## src/rtl/ps2_pkg.sv

```systemverilog
// PS/2 device transmitter shared definitions.
// State encoding, frame length and timing helpers.
package ps2_pkg;

    typedef enum logic [2:0] {
        IDLE    = 3'd0,
        BUSWAIT = 3'd1,
        HIGH    = 3'd2,
        LOW     = 3'd3,
        HOLD    = 3'd4
    } ps2_state_t;

    localparam int FRAME_BITS = 11;

    function automatic int us_to_cycles(
        input int clk_hz,
        input int us
    );
        return clk_hz / 1000000 * us;
    endfunction

    // Frame bit by index: start, data LSB first, odd parity, stop.
    function automatic logic frame_bit(
        input logic [7:0] data,
        input logic [3:0] idx
    );
        logic [10:0] f;
        f = {1'b1, ~^data, data, 1'b0};
        return f[idx];
    endfunction

endpackage

```

## src/rtl/ps2_device_tx_sync2.sv

```systemverilog
// Two-flop synchroniser for a sensed PS/2 line.
// Resets to 1 so a released bus reads idle.
module ps2_sync2
    import ps2_pkg::*;
(
    input  logic clk_i,
    input  logic rst_i,
    input  logic d_i,
    output logic q_o
);

    logic [1:0] ff_q;

    // Shift the asynchronous line through two flops.
    always_ff @(posedge clk_i or posedge rst_i) begin
        if (rst_i) begin
            ff_q <= 2'b11;
        end else begin
            ff_q <= {ff_q[0], d_i};
        end
    end

    assign q_o = ff_q[1];

endmodule

```

## src/rtl/ps2_device_tx.sv

```systemverilog
// PS/2 device-side transmitter: sends one 11-bit frame per
// accepted byte, generating the clock and retrying on inhibit.
module ps2_device_tx
    import ps2_pkg::*;
#(
    parameter int CLK_HZ  = 50000000,
    parameter int HALF_US = 40,
    parameter int IDLE_US = 50
) (
    input  logic       clk_chipset,
    input  logic       reset,
    input  logic [7:0] tx_data,
    input  logic       tx_valid,
    output logic       tx_ready,
    input  logic       ps2_clk_i,
    input  logic       ps2_data_i,
    output logic       ps2_clk_oe,
    output logic       ps2_data_oe,
    output logic       busy,
    output logic       tx_done,
    output logic       tx_abort
);

    localparam int HALF_CNT = us_to_cycles(CLK_HZ, HALF_US);
    localparam int IDLE_CNT = us_to_cycles(CLK_HZ, IDLE_US);
    localparam int MAX_CNT  =
        (HALF_CNT > IDLE_CNT) ? HALF_CNT : IDLE_CNT;
    localparam int CW = $clog2(MAX_CNT) + 1;

    localparam logic [CW-1:0] HALF_LAST   = CW'(HALF_CNT - 1);
    localparam logic [CW-1:0] IDLE_LAST   = CW'(IDLE_CNT - 1);
    localparam logic [CW-1:0] INHIBIT_MIN = CW'(2);
    localparam logic [3:0]    STOP_IDX    = 4'(FRAME_BITS - 1);

    logic clk_s;
    logic data_s;

    ps2_sync2 u_sync_clk (
        .clk_i (clk_chipset),
        .rst_i (reset),
        .d_i   (ps2_clk_i),
        .q_o   (clk_s)
    );

    ps2_sync2 u_sync_data (
        .clk_i (clk_chipset),
        .rst_i (reset),
        .d_i   (ps2_data_i),
        .q_o   (data_s)
    );

    ps2_state_t    state_q, state_d;
    logic [CW-1:0] cnt_q, cnt_d;
    logic [3:0]    bit_q, bit_d;
    logic [7:0]    shreg_q, shreg_d;
    logic          clk_oe_q, clk_oe_d;
    logic          data_oe_q, data_oe_d;
    logic          ready_q, ready_d;
    logic          busy_q, busy_d;
    logic          done_q, done_d;
    logic          abort_q, abort_d;

    logic phase_end;
    logic bus_idle;
    logic inhibit;

    assign phase_end = (cnt_q == HALF_LAST);
    assign bus_idle  = clk_s & data_s;
    // The first two HIGH cycles still see our own low clock
    // through the synchroniser, so they are not trusted.
    assign inhibit   = ~clk_s
                     & (bit_q != STOP_IDX)
                     & (cnt_q >= INHIBIT_MIN);

    // Next-state logic for the frame sequencer.
    always_comb begin
        state_d   = state_q;
        cnt_d     = cnt_q;
        bit_d     = bit_q;
        shreg_d   = shreg_q;
        clk_oe_d  = clk_oe_q;
        data_oe_d = data_oe_q;
        ready_d   = ready_q;
        busy_d    = busy_q;
        done_d    = 1'b0;
        abort_d   = 1'b0;

        unique case (state_q)
            IDLE: begin
                if (tx_valid && ready_q) begin
                    shreg_d = tx_data;
                    ready_d = 1'b0;
                    busy_d  = 1'b1;
                    cnt_d   = '0;
                    state_d = BUSWAIT;
                end
            end

            BUSWAIT: begin
                if (!bus_idle) begin
                    cnt_d = '0;
                end else if (cnt_q == IDLE_LAST) begin
                    cnt_d     = '0;
                    bit_d     = 4'd0;
                    data_oe_d = ~frame_bit(shreg_q, 4'd0);
                    state_d   = HIGH;
                end else begin
                    cnt_d = cnt_q + 1'b1;
                end
            end

            HIGH: begin
                if (inhibit) begin
                    clk_oe_d  = 1'b0;
                    data_oe_d = 1'b0;
                    abort_d   = 1'b1;
                    bit_d     = 4'd0;
                    cnt_d     = '0;
                    state_d   = BUSWAIT;
                end else if (phase_end) begin
                    clk_oe_d = 1'b1;
                    cnt_d    = '0;
                    state_d  = LOW;
                end else begin
                    cnt_d = cnt_q + 1'b1;
                end
            end

            LOW: begin
                if (phase_end) begin
                    clk_oe_d = 1'b0;
                    cnt_d    = '0;
                    if (bit_q != STOP_IDX) begin
                        bit_d     = bit_q + 4'd1;
                        data_oe_d =
                            ~frame_bit(shreg_q, bit_q + 4'd1);
                        state_d   = HIGH;
                    end else begin
                        data_oe_d = 1'b0;
                        state_d   = HOLD;
                    end
                end else begin
                    cnt_d = cnt_q + 1'b1;
                end
            end

            HOLD: begin
                if (phase_end) begin
                    done_d  = 1'b1;
                    ready_d = 1'b1;
                    busy_d  = 1'b0;
                    bit_d   = 4'd0;
                    cnt_d   = '0;
                    state_d = IDLE;
                end else begin
                    cnt_d = cnt_q + 1'b1;
                end
            end

            default: begin
                clk_oe_d  = 1'b0;
                data_oe_d = 1'b0;
                ready_d   = 1'b1;
                busy_d    = 1'b0;
                bit_d     = 4'd0;
                cnt_d     = '0;
                state_d   = IDLE;
            end
        endcase
    end

    // Sequencer registers; reset releases both lines at once.
    always_ff @(posedge clk_chipset or posedge reset) begin
        if (reset) begin
            state_q   <= IDLE;
            cnt_q     <= '0;
            bit_q     <= 4'd0;
            shreg_q   <= 8'd0;
            clk_oe_q  <= 1'b0;
            data_oe_q <= 1'b0;
            ready_q   <= 1'b1;
            busy_q    <= 1'b0;
            done_q    <= 1'b0;
            abort_q   <= 1'b0;
        end else begin
            state_q   <= state_d;
            cnt_q     <= cnt_d;
            bit_q     <= bit_d;
            shreg_q   <= shreg_d;
            clk_oe_q  <= clk_oe_d;
            data_oe_q <= data_oe_d;
            ready_q   <= ready_d;
            busy_q    <= busy_d;
            done_q    <= done_d;
            abort_q   <= abort_d;
        end
    end

    assign tx_ready    = ready_q;
    assign busy        = busy_q;
    assign ps2_clk_oe  = clk_oe_q;
    assign ps2_data_oe = data_oe_q;
    assign tx_done     = done_q;
    assign tx_abort    = abort_q;

endmodule

```

## config.mk

```make
export PLATFORM = sky130hd
export DESIGN_NAME = ps2_device_tx
export DESIGN_NICKNAME = d
export VERILOG_FILES = /design/src/rtl/ps2_pkg.sv /design/src/rtl/ps2_device_tx_sync2.sv /design/src/rtl/ps2_device_tx.sv
export SDC_FILE = /design/constraint.sdc
export NUM_CORES = 1
export LEC_CHECK = 0
export CELL_PAD_IN_SITES_DETAIL_PLACEMENT = 1
export CELL_PAD_IN_SITES_GLOBAL_PLACEMENT = 2
export CORE_MARGIN = 2
export CORE_UTILIZATION = 37
export CTS_BUF_LIST = sky130_fd_sc_hd__clkbuf_16
export DETAILED_ROUTE_END_ITERATION = 16
export GPL_TIMING_DRIVEN = 0
export PLACE_DENSITY = 0.88
export SETUP_SLACK_MARGIN = 0.5
export SLEW_MARGIN = 5
export SYNTH_ARGS = -nofsm -noshare
export SYNTH_HDL_FRONTEND = slang
export SYNTH_SLANG_ARGS = --single-unit
```

## constraint.sdc

```tcl
create_clock -name clk_chipset -period 3.4 [get_ports clk_chipset]
set_input_delay 0.68 -clock clk_chipset [delete_from_list [all_inputs] [get_ports clk_chipset]]
set_output_delay 0.68 -clock clk_chipset [all_outputs]
set_load 0.01 [all_outputs]
```

==> flow_summary.yaml <==
floorplanning:
  die_w_um: 79.7
  core-area_mm2: 0.00551
  initial_core_util_pct: 38.5
  die_h_um: 79.7
  num_rows: 27
  ios: 19
  dieArea_mm2: 0.00635
clock_tree:
  clock-sinks: 38
  cts_hold_buf: 0
  clk_path_buf_depth: 2
  tritoncts: "done"
  insertion_delay_ns: 0.28
  clk_pin_slew_ns: 0.06
  root_buffer: "clkbuf_16"
  htreeDepth: 2
  cts_buffers: 5
global_routing:
  grt_max_degree: 39
  gr-total-overflow: 0
  grt_pass1_wl_um: 8280
  antenna_found_initial: 0
  track_usage_pct: 16.6
  grt_pass1_vias: 1714
sta:
  finalSetupTns_ns: 0
  post-route-period-util_pct: 80.1
  tightest_slew_ns: 0.813
  setup_viol: 0
  max_freq_mhz: 367
  rsz0062_at_grt: "false"
  fin_crit_ns: 2.72
  maxSlewViolCount: 0
  fin_skew_ns: 0.00937
  hold_viol: 0
  slew_headroom_pct: 45.7
synthesis:
  synthSimpleGateAreaFrac_pct: 21.6
  syn_nets: 228
  yosysTopAreaCell: "dfrtp_1"
  synth_adder_area_share_pct: 2.36
  ys.flop_type: "dfrtp_1"
  async_flop_share_pct: 100
  synth_compound_area_share_pct: 14.2
  netlist_top_cells_area: "dfrtp_1 39%, dfstp_2 6.2%, xnor2_1 5.0%"
  synth-xor-area-share_pct: 6.20
  yosys_warnings: 0
  synth_top_cell_area_share_pct: 39.0
  synthMuxAreaShare_pct: 7.03
  yosys.cell_types.count: 53
  synth_edf_count: 0
  ys_ff_latch: 38
  synthTopCellsByCount: "33 x dfrtp_1, 20 x nor2_1, 19 x nand2_1"
  yosysSeqAreaShare_pct: 45.2
  syn_inst: 211
  synth_top_family_by_area: "simple AND/OR/NAND/NOR gates"
  syn-cell-area_mm2: 0.00212
  syn_avg_cell_area_um2: 10.0
  synth_most_common_cell: "dfrtp_1"
job:
  drv_cap: 0
pwr:
  p_seq_share_pct: 44.9
  ir_drop_mv: 0.232
  cellPowerDensity_mw_per_mm2: 393
  switching_power_uw: 204
  clkPwrFrac_pct: 52.6
  combPwrFrac_pct: 2.5
  power.share.switching_pct: 20.0
  leakage_uw: 0.00109
  intPower_uw: 816
  total_power_uw: 1020
worst_setup_path:
  timing.rr.start: "bit_q[0]"
  cpMaxStageDelayCell: "or4b_1"
  path_cells: "clkbuf_2, inv_1, ha_2, mux4_2, nand2_1, a21boi_0, or4b_1, o41ai_1, mux2_1"
  critPathKind: "reg2reg"
  worstPathArrival_ns: 2.95
  startpoint_type: "register"
  crit_required_ns: 3.63
  worstPathMaxFanout: 10
  cp-end-kind: "register"
  reg2reg_depth: 9
  cp-startpoint: "bit_q[0]"
  worst_path_largest_cell_delay_ns: 0.50
route:
  first_iter_violations: 71
  wl_um: 4740
  first_pass_iters: 4
  drc: 0
  vias_per_cell: 5.48
  wire_per_inst_um: 15.2
  vias: 1704
  ant_nets: 0
final_layout:
  fin_nets: 255
  n_antenna_cell: 0
  drive_gt1_share_pct: 16.7
  area_growth_pct: 22.4
  num-fill-cells: 615
  final_area_mm2: 0.00259
  regArea_um2: 957
  instances_no_fill: 311
  multi_input_area_mm2: 0.00109
hold_path:
  worstHoldStart: "u_sync_clk.ff_q[0]"
  whs_path_depth: 0
  holdCritPathClass: "reg2reg"
placement:
  gp_congestion: 0.788
  dp.cells: 302
  io_buffer_count: 18
  post-dp-hpwl_um: 3450
  place_area_mm2: 0.00240
run_status:
  status: "complete, no violations"
==> sequential cells by signal, indices dropped and copies added (netlist names) <==
name              count
cnt_q                13
shreg_q               8
bit_q                 4
state_q               3
u_sync_clk.ff_q       2
u_sync_data.ff_q      2
busy                  1
ps2_clk_oe            1
ps2_data_oe           1
tx_abort              1
tx_done               1
tx_ready              1
==> repair_timing <==
item / in CTS / in global routing
resized for setup: 1 / 1
setup endpoints to repair: 11 / 11
pin swaps: 0 / 1
setup buffers: 0 / 1
==> power by group through the flow <==
| stage | combinational [µW] | sequential [µW] | clock [µW] |
|---|---|---|---|
| finish | 25.7 | 458 | 536 |
| global route | 28.9 | 458 | 568 |
| CTS | 26.7 | 458 | 549 |
| detailed placement | 26.6 | 466 | 0 |
| global placement | 26.0 | 466 | 0 |
| floorplan | 8.61 | 465 | 0 |
==> cells by family (layout without fill, tap and decap cells) <==
logic type                 count (synthesis)  after routing
AOI/OAI and AO/OA                         41             41
buffers and inverters                     15             43
adders and majority gates                  4              4
xor gates and xnor gates                  15             15
muxes                                     12             12
DFF                                       38             38
and+or+nand+nor                           86             86
==> final timing paths <==
check                                           to  slack [ns]
worst max-delay path                   ps2_data_oe        0.68
worst min-delay path            u_sync_clk.ff_q[1]        0.35
worst max register to register         ps2_data_oe        0.68
worst min register to register  u_sync_clk.ff_q[1]        0.35
max in group asynchronous                 cnt_q[1]        2.01
min in group asynchronous                 bit_q[0]        0.88
==> through the flow <==
step	setup WS (ns)	util, %	hold slack [ns]
2_1_floorplan	0.858	-	0.345
3_3_place_gp	0.00933	43.4	0.346
3_5_place_dp	0.489	43.6	0.350
4_1_cts	0.596	46.7	0.358
5_1_grt	0.547	47.1	0.367
6_report	0.675	47.1	0.352
==> layer usage <==
metal  global-route usage [%]  vias up  wire length [µm]
met5                        0        -                 0
li1                         -      816                 -
met2                     27.1       25              2240
met3                     3.05        7               141
met1                     22.4      856              2300
met4                     4.66        0                55
==> layout by cell type, fill, tap and decap left out, types with 3 or more instances in the layout <==
| cell | instances |
|---|---|
| o22ai_1 | 3 |
| o21ai_0 | 3 |
| or3_1 | 4 |
| mux2_2 | 8 |
| clkdlybuf4s50_1 | 18 |
| dfrtp_1 | 33 |
| nor3_1 | 8 |
| inv_1 | 7 |
| clkbuf_1 | 4 |
| ha_1 | 3 |
| xor2_1 | 3 |
| o21ai_1 | 5 |
| nand3_1 | 8 |
| nand2b_1 | 4 |
| nand4_1 | 3 |
| a21boi_0 | 3 |
| clkbuf_16 | 5 |
| xnor2_1 | 12 |
| o41ai_1 | 3 |
| nor2_1 | 20 |
| and2_1 | 3 |
| a21oi_1 | 7 |
| nand2_1 | 19 |
| dfstp_2 | 5 |
==> cell type report <==
class	instances	area share [%]
Clock buffer	5	4.82
Multi-Input combinational cell	158	42.2
Sequential cell	38	36.9
Timing Repair Buffer	20	8.10
Clock inverter	3	1.74
Tap cell	72	3.47
Inverter	8	1.16
Buffer	7	1.64
==> critical path: cells and delay by family, from the launching register on <==
family                     cells  cell delay [ns]
AOI/OAI and AO/OA              2             0.42
adders and majority gates      1             0.40
buffers and inverters          2             0.33
DFF                            1             0.43
muxes                          2             0.51
and+or+nand+nor                2             0.57
Power figures use the tool's default switching activity.
